==> src/rtl/mmio_uart_tx.sv <==
// MMIO byte sink: buffers store data in a small FIFO and sends it LSB-first as 8N1 frames on tx.
// Define MMIO_UART_TX_PARITY_EN to insert an even-parity bit before the stop bit.
module mmio_uart_tx #(
   parameter int CLOCKS_PER_BIT  = 104,
   parameter int FIFO_DEPTH_LOG2 = 2
) (
   input  logic                     clk,
   input  logic                     reset,
   input  logic                     io_write_valid,
   input  logic [7:0]               io_write_data,
   output logic                     io_write_ready,
   output logic                     tx,
   output logic                     busy,
   output logic [FIFO_DEPTH_LOG2:0] fifo_count
);
   localparam int DEPTH  = 1 << FIFO_DEPTH_LOG2;
   localparam int CNT_W  = FIFO_DEPTH_LOG2 + 1;
   localparam int BAUD_W = $clog2(CLOCKS_PER_BIT);

   localparam logic [BAUD_W-1:0]          BAUD_ZERO  = BAUD_W'(0);
   localparam logic [BAUD_W-1:0]          BAUD_ONE   = BAUD_W'(1);
   localparam logic [BAUD_W-1:0]          BAUD_LAST  = BAUD_W'(CLOCKS_PER_BIT - 1);
   localparam logic [CNT_W-1:0]           CNT_ZERO   = CNT_W'(0);
   localparam logic [CNT_W-1:0]           CNT_ONE    = CNT_W'(1);
   localparam logic [CNT_W-1:0]           CNT_FULL   = CNT_W'(DEPTH);
   localparam logic [FIFO_DEPTH_LOG2-1:0] PTR_ZERO   = FIFO_DEPTH_LOG2'(0);
   localparam logic [FIFO_DEPTH_LOG2-1:0] PTR_ONE    = FIFO_DEPTH_LOG2'(1);

`ifdef MMIO_UART_TX_PARITY_EN
   typedef enum logic [2:0] {
      IDLE   = 3'd0,
      START  = 3'd1,
      DATA   = 3'd2,
      PARITY = 3'd3,
      STOP   = 3'd4
   } state_t;

   function automatic logic even_parity(input logic [7:0] data);
      return ^data;
   endfunction

   logic parity_bit;
`else
   typedef enum logic [1:0] {
      IDLE  = 2'd0,
      START = 2'd1,
      DATA  = 2'd2,
      STOP  = 2'd3
   } state_t;
`endif

   state_t                     state;
   logic [7:0]                 mem [DEPTH];
   logic [FIFO_DEPTH_LOG2-1:0] wr_ptr;
   logic [FIFO_DEPTH_LOG2-1:0] rd_ptr;
   logic [7:0]                 shift;
   logic [2:0]                 bit_idx;
   logic [BAUD_W-1:0]          baud;
   logic                       push;
   logic                       pop;
   logic                       bit_done;
   logic [7:0]                 head;

   assign io_write_ready = (fifo_count != CNT_FULL);
   assign busy           = (state != IDLE) || (fifo_count != CNT_ZERO);
   assign push           = io_write_valid && io_write_ready;
   assign bit_done       = (baud == BAUD_LAST);
   assign head           = mem[rd_ptr];

   // The transmitter takes the head byte when idle, or back-to-back at the end of a stop bit.
   always_comb begin
      pop = 1'b0;
      if (fifo_count == CNT_ZERO) begin
         pop = 1'b0;
      end else if (state == IDLE) begin
         pop = 1'b1;
      end else if ((state == STOP) && bit_done) begin
         pop = 1'b1;
      end else begin
         pop = 1'b0;
      end
   end

   // FIFO storage; contents need no reset because occupancy gates every read.
   always_ff @(posedge clk) begin
      if (push) begin
         mem[wr_ptr] <= io_write_data;
      end
   end

   // FIFO pointers and occupancy.
   always_ff @(posedge clk or posedge reset) begin
      if (reset) begin
         wr_ptr     <= PTR_ZERO;
         rd_ptr     <= PTR_ZERO;
         fifo_count <= CNT_ZERO;
      end else begin
         if (push) begin
            wr_ptr <= wr_ptr + PTR_ONE;
         end
         if (pop) begin
            rd_ptr <= rd_ptr + PTR_ONE;
         end
         case ({push, pop})
            2'b10:   fifo_count <= fifo_count + CNT_ONE;
            2'b01:   fifo_count <= fifo_count - CNT_ONE;
            default: fifo_count <= fifo_count;
         endcase
      end
   end

   // Frame sequencer; tx is driven only from here so the line never glitches.
   always_ff @(posedge clk or posedge reset) begin
      if (reset) begin
         state   <= IDLE;
         tx      <= 1'b1;
         shift   <= 8'h00;
         bit_idx <= 3'd0;
         baud    <= BAUD_ZERO;
`ifdef MMIO_UART_TX_PARITY_EN
         parity_bit <= 1'b0;
`endif
      end else begin
         case (state)
            IDLE: begin
               baud <= BAUD_ZERO;
               tx   <= 1'b1;
               if (pop) begin
                  shift <= head;
`ifdef MMIO_UART_TX_PARITY_EN
                  parity_bit <= even_parity(head);
`endif
                  tx    <= 1'b0;
                  state <= START;
               end
            end
            START: begin
               if (bit_done) begin
                  baud    <= BAUD_ZERO;
                  bit_idx <= 3'd0;
                  tx      <= shift[0];
                  state   <= DATA;
               end else begin
                  baud <= baud + BAUD_ONE;
               end
            end
            DATA: begin
               if (bit_done) begin
                  baud <= BAUD_ZERO;
                  if (bit_idx == 3'd7) begin
`ifdef MMIO_UART_TX_PARITY_EN
                     tx    <= parity_bit;
                     state <= PARITY;
`else
                     tx    <= 1'b1;
                     state <= STOP;
`endif
                  end else begin
                     bit_idx <= bit_idx + 3'd1;
                     shift   <= {1'b0, shift[7:1]};
                     tx      <= shift[1];
                  end
               end else begin
                  baud <= baud + BAUD_ONE;
               end
            end
`ifdef MMIO_UART_TX_PARITY_EN
            PARITY: begin
               if (bit_done) begin
                  baud  <= BAUD_ZERO;
                  tx    <= 1'b1;
                  state <= STOP;
               end else begin
                  baud <= baud + BAUD_ONE;
               end
            end
`endif
            STOP: begin
               if (bit_done) begin
                  baud <= BAUD_ZERO;
                  if (pop) begin
                     shift <= head;
`ifdef MMIO_UART_TX_PARITY_EN
                     parity_bit <= even_parity(head);
`endif
                     tx    <= 1'b0;
                     state <= START;
                  end else begin
                     tx    <= 1'b1;
                     state <= IDLE;
                  end
               end else begin
                  baud <= baud + BAUD_ONE;
               end
            end
            default: begin
               baud  <= BAUD_ZERO;
               tx    <= 1'b1;
               state <= IDLE;
            end
         endcase
      end
   end
endmodule

==> config.mk <==
export PLATFORM = sky130hd
export DESIGN_NAME = mmio_uart_tx
export DESIGN_NICKNAME = d
export VERILOG_FILES = /design/src/rtl/mmio_uart_tx.sv
export SDC_FILE = /design/constraint.sdc
export NUM_CORES = 1
export LEC_CHECK = 0
export BUFFER_PORTS_ARGS = -buffer_cell sky130_fd_sc_hd__buf_4
export CORE_ASPECT_RATIO = 1.25
export CORE_MARGIN = 2
export CORE_UTILIZATION = 45
export CTS_BUF_LIST = sky130_fd_sc_hd__clkbuf_4 sky130_fd_sc_hd__clkbuf_8 sky130_fd_sc_hd__clkbuf_16
export DETAILED_ROUTE_END_ITERATION = 10
export PLACE_DENSITY = 0.63
export SETUP_SLACK_MARGIN = 0.3
export SYNTH_ARGS = -nofsm -noshare
export SYNTH_HDL_FRONTEND = slang
export SYNTH_SLANG_ARGS = --single-unit
==> constraint.sdc <==
create_clock -name clk -period 2.4 [get_ports clk]
set_clock_uncertainty 0.1 [all_clocks]
set_input_delay 0.24 -clock clk [delete_from_list [all_inputs] [get_ports clk]]
set_output_delay 0.24 -clock clk [all_outputs]
set_load 0.01 [all_outputs]
==> impl_metrics.ini, run 1 <==
[worst_setup_path]
worstPathMaxFanout = 5
start_kind = register
worstSetupPathType = reg2reg
cp-end-kind = register
rrSetupSlack_ns = 0.31
rr_worst_depth = 9
cp.required_ns = 2.52
arrival_ns = 2.21

[status]
status = completed

[grt]
grt_usage_pct = 16.39
grt_pass1_vias = 1818
gr-total-overflow = 0
grt_max_degree = 29
grt_first_pass_wirelength_um = 8680
antenna_found_initial = 0

[synthesis]
synth_edf_count = 32
synth_nets = 233
yosys_warnings = 0
yosys_most_used_dff = edfxtp_1
ys_seq_area_share_pct = 57.26
synth_cell_types = 50
mappedNetlistArea_um2 = 2904
syn-instance-count = 208
avgSynthCellArea_um2 = 13.96
synth-seq-cells = 60
synthArstFlopShare_pct = 46.67

[detailed_routing]
routed_via_density = 5.118
drc = 0
routed_wl_um = 5076
vias = 1771
ant_nets = 0
wire_per_inst_um = 14.67
first_pass_iters = 6
first_iter_violations = 72

[flow_run]
maxCapViolations = 0

[timing]
report.final.setup_viol = 0
fin_crit_sh_pct = 86.91
holdWs_ns = 0.01293
rsz0062_at_grt = true
drv_slew = 0
fin_setup_tns_ns = 0
layout_min_cycle_time_ns = 2.086
finalHoldViolations = 0
max_freq_mhz = 479.4
slew_headroom_pct = 69.94
worstMarginPinSlew_ns = 0.4509

[placement]
post-dp-hpwl_um = 3418
gp_congestion = 0.8010
io_buffer_count = 16

[power]
vdd.ir_drop.worst_mv = 0.6901
p_leak_nw = 1.375
p_per_area_nw_per_um2 = 754.6

[clocking]
clkSlewWorstSetupHoldPaths_ns = 0.07
cts.sinks = 60
root_buffer = clkbuf_8
clockBufferDepth = 2
cts_tree = yes
cts-htree-levels = 3
numCtsBuffers = 9
clk_latency_ns = 0.34

[floorplan]
initial_core_util_pct = 46.79
die_h_um = 93.82
core_um2 = 6206
die_x_um = 75.85
num_rows = 32
fp.dieArea_um2 = 7116
io_pins = 17

[cells_and_area]
final_nets = 281
n_antenna_cell = 0
syn_to_final_growth_pct = 23.40
layout-drive-gt1-share_pct = 35.25
fin_util_pct = 57.74
final_common_cell = buf_4
layout_common_cells = buf_4 (36), edfxtp_1 (32), dfrtp_1 (23), nor2_1 (11), clkbuf_8 (9)

[worst_hold_path]
hp-class = in2reg
hold_depth = 1
-- cell usage after synthesis (5+ instances only) --
library cell / number / area (um2)
inv_1: 11 / 41.29
edfxtp_1: 32 / 960.9
nand2_1: 8 / 30.03
xnor2_1: 6 / 52.55
mux4_2: 7 / 157.7
nor2_1: 11 / 41.29
and3_1: 5 / 31.28
ha_1: 13 / 162.7
a2bb2oi_1: 7 / 61.31
nor3_1: 8 / 40.04
nand3_1: 7 / 35.03
o2bb2ai_1: 8 / 70.07
o21ai_0: 6 / 30.03
dfrtp_1: 27 / 675.7
-- worst max-delay path: stages, from the launching register on --
cell	delay, ns
dfrtp_2	0.43
or3_4	0.40
a32oi_4	0.19
inv_2	0.08
ha_4	0.17
inv_2	0.05
fa_2	0.18
xor2_1	0.15
nor2_1	0.07
xor2_1	0.15
-- kinds of logic after synthesis --
| logic type | synth area share (%) |
|---|---|
| mux | 8.143 |
| xor+xnor | 3.016 |
| buf+inv | 3.791 |
| fa+ha+maj | 6.291 |
| compound gates | 10.38 |
| simple gates | 11.12 |
| flops | 57.26 |
-- through the flow --
step / std cells / worst slack (ns) / instance area, um2 / power [mW]
final: 346 / 0.3143 / 3583 / 2.704
after global placement: 310 / 0.2352 / 3154 / 1.766
after global routing: 346 / 0.1636 / 3583 / 2.858
after floorplan: 208 / 0.1520 / 2929 / 1.611
after CTS: 339 / 0.3060 / 3513 / 2.711
after detailed placement: 310 / 0.2161 / 3154 / 1.774
-- repair_timing --
action                     CTS  global route
setup buffers                5             7
gates resized for setup      9             6
pin swaps                    2             7
setup endpoints to repair    2            12
hold buffers                 8             0
hold endpoints to repair    54             0
-- area by class of cell --
cell class | count | area, um2
Clock buffer | 9 | 123.9
Clock inverter | 7 | 76.32
Fill cell | 504 | 2623
Inverter | 13 | 52.55
Multi-Input combinational cell | 128 | 1206
Sequential cell | 60 | 1668
Tap cell | 85 | 106.4
Timing Repair Buffer | 44 | 350.3
-- state kept, by name, summed over array words and instances, names as in the netlist --
| register | count |
|---|---|
| baud | 7 |
| bit_idx | 3 |
| fifo_count | 3 |
| mem | 32 |
| rd_ptr | 2 |
| shift | 8 |
| state | 2 |
| tx | 1 |
| wr_ptr | 2 |
-- report_power, final --
part / switching (mW) / internal (mW)
combinational: 0.245 / 0.231
sequential: 0.0699 / 1.26
clock: 0.416 / 0.484
-- layer usage --
layer	wire, um	part of all wire (%)	track usage [%]
met1	2282	45	21.48
met4	44	0.87	5.263
met5	0	0	0
met3	133	2.6	4.828
met2	2616	52	25.86
-- worst paths after layout --
path / startpoint / endpoint
max: fifo_count[2] / fifo_count[2]
min: io_write_data[6] / mem[2][6]
max reg2reg: fifo_count[2] / fifo_count[2]
min reg2reg: tx / tx
max in group asynchronous: reset / tx
min in group asynchronous: reset / wr_ptr[1]
Note: power is estimated with default switching activity, not from simulation.
==> inputs of run 2 (changes only) <==
--- a/config.mk
+++ b/config.mk
@@ -5,6 +5,7 @@
 export SDC_FILE = /design/constraint.sdc
 export NUM_CORES = 1
 export LEC_CHECK = 0
+export ABC_AREA = 1
 export BUFFER_PORTS_ARGS = -buffer_cell sky130_fd_sc_hd__buf_4
 export CORE_ASPECT_RATIO = 1.25
 export CORE_MARGIN = 2
==> impl_metrics.ini, run 2 <==
[floorplan]
initial_core_util_pct = 46.24
core_um2 = 6126
io_pins = 17
die_x_um = 74.97
num_rows = 32
die_h_um = 92.71
fp.dieArea_um2 = 6950

[worst_hold_path]
hold_start = io_write_valid
hp-class = in2reg
hold_depth = 3
hold_end = wr_ptr[0]

[detailed_routing]
routed_via_density = 4.797
ant_nets = 0
first_iter_violations = 97
routed_wl_um = 5231
wire_per_inst_um = 12.67
first_pass_iters = 4
drc = 0
vias = 1981

[worst_setup_path]
cp.required_ns = 2.52
worstSetupPathType = reg2reg
slowest_stage = dfrtp_1
critical_path.startpoint = baud[1]
arrival_ns = 2.19
timing.rr.start = baud[1]
path_delay_family = adder cells
start_kind = register
cp-end-kind = register
rr_worst_depth = 13
worstPathMaxFanout = 4
path_cells = ha_4, nand2_4, nor2_4, nand3_2, nand2_2, nand2_4, inv_4, ha_4, inv_2, fa_2, a21oi_2, o21ai_1, xor2_1
rrSetupSlack_ns = 0.33
reg2reg_to = fifo_count[2]
worst-path-buf-inv = 2
max_stage_delay_ns = 0.39

[cells_and_area]
final_nets = 348
syn_to_final_growth_pct = 23.15
n_antenna_cell = 0
reg_top3 = mem x32, shift x8, baud x7
layout_common_cells = nand2_1 (82), nand3_1 (37), edfxtp_1 (32), dfrtp_1 (27), buf_4 (27)
final_common_cell = nand2_1
largest_register = mem
largest_reg_flops = 32
fill_cells = 511
layout-drive-gt1-share_pct = 21.04

[synthesis]
yosys_most_used_dff = edfxtp_1
synth-seq-cells = 60
yosysMostFrequentCell = nand2_1
ys_seq_area_share_pct = 58.70
synthArstFlopShare_pct = 46.67
yosys.area.top_type_share_pct = 33.92
yosys-top-cells-count = nand2_1 (83), nand3_1 (38), edfxtp_1 (32), dfrtp_1 (27), inv_1 (24)
mappedNetlistArea_um2 = 2833
synth_cell_types = 32
yosys_warnings = 0
avgSynthCellArea_um2 = 10.08
syn-instance-count = 281
synth.area.top_cells = edfxtp_1 (34%), dfrtp_1 (24%), nand2_1 (11%), nand3_1 (6.7%), ha_1 (5.7%)
synth_nets = 306
synth_edf_count = 32
synth_top_area_cell = edfxtp_1

[placement]
post-dp-hpwl_um = 3367
gp_congestion = 0.7321
io_buffer_count = 16

[timing]
worstMarginPinSlew_ns = 0.4568
fin_setup_tns_ns = 0
layout_min_cycle_time_ns = 2.068
holdWs_ns = 0.2223
rsz0062_at_grt = true
max_freq_mhz = 483.7
fin_crit_sh_pct = 86.15
report.final.setup_viol = 0
finalHoldViolations = 0
slew_headroom_pct = 69.55
drv_slew = 0

[status]
status = completed

[grt]
antenna_found_initial = 0
grt_usage_pct = 17.15
grt_pass1_vias = 1848
grt_max_degree = 29
gr-total-overflow = 0
grt_first_pass_wirelength_um = 8818

[power]
fin_total_pwr_mw = 2.857
vdd.ir_drop.worst_mv = 0.6491
p_leak_nw = 1.558
p_per_area_nw_per_um2 = 819.1

[clocking]
clockBufferDepth = 2
cts-htree-levels = 3
cts_tree = yes
clkSlewWorstSetupHoldPaths_ns = 0.08
numCtsBuffers = 9
cts.sinks = 60
clk_latency_ns = 0.34
root_buffer = clkbuf_8

[flow_run]
maxCapViolations = 0
## run 2: area by class of cell
class | instances | area, um2 | share of cell area (%)
Multi-Input combinational cell | 189 | 1079 | 30.92
Clock inverter | 7 | 115.1 | 3.300
Inverter | 27 | 108.9 | 3.121
Sequential cell | 60 | 1663 | 47.67
Timing Repair Buffer | 36 | 292.8 | 8.393
Clock buffer | 9 | 123.9 | 3.551
Tap cell | 85 | 106.4 | 3.049
## run 2: where the power goes
part	leakage [nW]	internal [mW]	switching, mW
Sequential	0.630	1.25	0.0556
Clock	0.117	0.686	0.412
Combinational	0.811	0.187	0.268
## run 2: timing repair
action,CTS,global route
hold endpoints to repair,59,0
hold buffers,9,0
gates resized for setup,10,2
endpoints found under the setup margin,2,2
buffers inserted,4,1
pin swaps,5,4
## run 2: worst max path at each step
stage | slack [ns] | cells after the start | endpoint
detailed placement | 0.16 | 13 | fifo_count[2]
CTS | 0.28 | 13 | fifo_count[2]
finish | 0.33 | 13 | fifo_count[2]
global placement | 0.25 | 13 | fifo_count[2]
global route | 0.23 | 13 | fifo_count[2]
floorplan | 0.31 | 13 | fifo_count[2]
## run 2: cells by family (layout without fill, tap and decap cells)
logic type	after synthesis	in the layout	share of synthesized area (%)
AND/OR/NAND/NOR	153	153	25.62
flip-flops	60	60	58.70
adder cells (fa/ha/maj)	14	14	6.449
XOR/XNOR	4	4	1.237
buffers and inverters	32	79	4.770
AO/OA/AOI/OAI	18	18	3.224
## run 2: tightest hold or removal path, delay by kind of cell
family / cells / cell delay (ns)
simple gates: 1 / 0.17
buf+inv: 1 / 0.11
xor+xnor: 1 / 0.09
## run 2: layer usage
| metal | vias to the layer above | wire length (um) | global-route usage, % |
|---|---|---|---|
| li1 | 1019 | - | - |
| met1 | 923 | 2377 | 22.40 |
| met2 | 35 | 2610 | 26.32 |
| met3 | 4 | 184 | 4.897 |
| met4 | 0 | 59 | 7.440 |
| met5 | - | 0 | 0 |
## run 2: stage by stage
| step | std cells | cell area, um2 | worst slack, ns | util, % |
|---|---|---|---|---|
| 2_1_floorplan | 281 | 2838 | 0.3146 | - |
| 3_3_place_gp | 383 | 3080 | 0.2513 | 50.29 |
| 3_5_place_dp | 383 | 3080 | 0.1621 | 50.29 |
| 4_1_cts | 412 | 3468 | 0.2778 | 56.62 |
| 5_1_grt | 413 | 3488 | 0.2284 | 56.94 |
| 6_report | 413 | 3488 | 0.3324 | 56.94 |
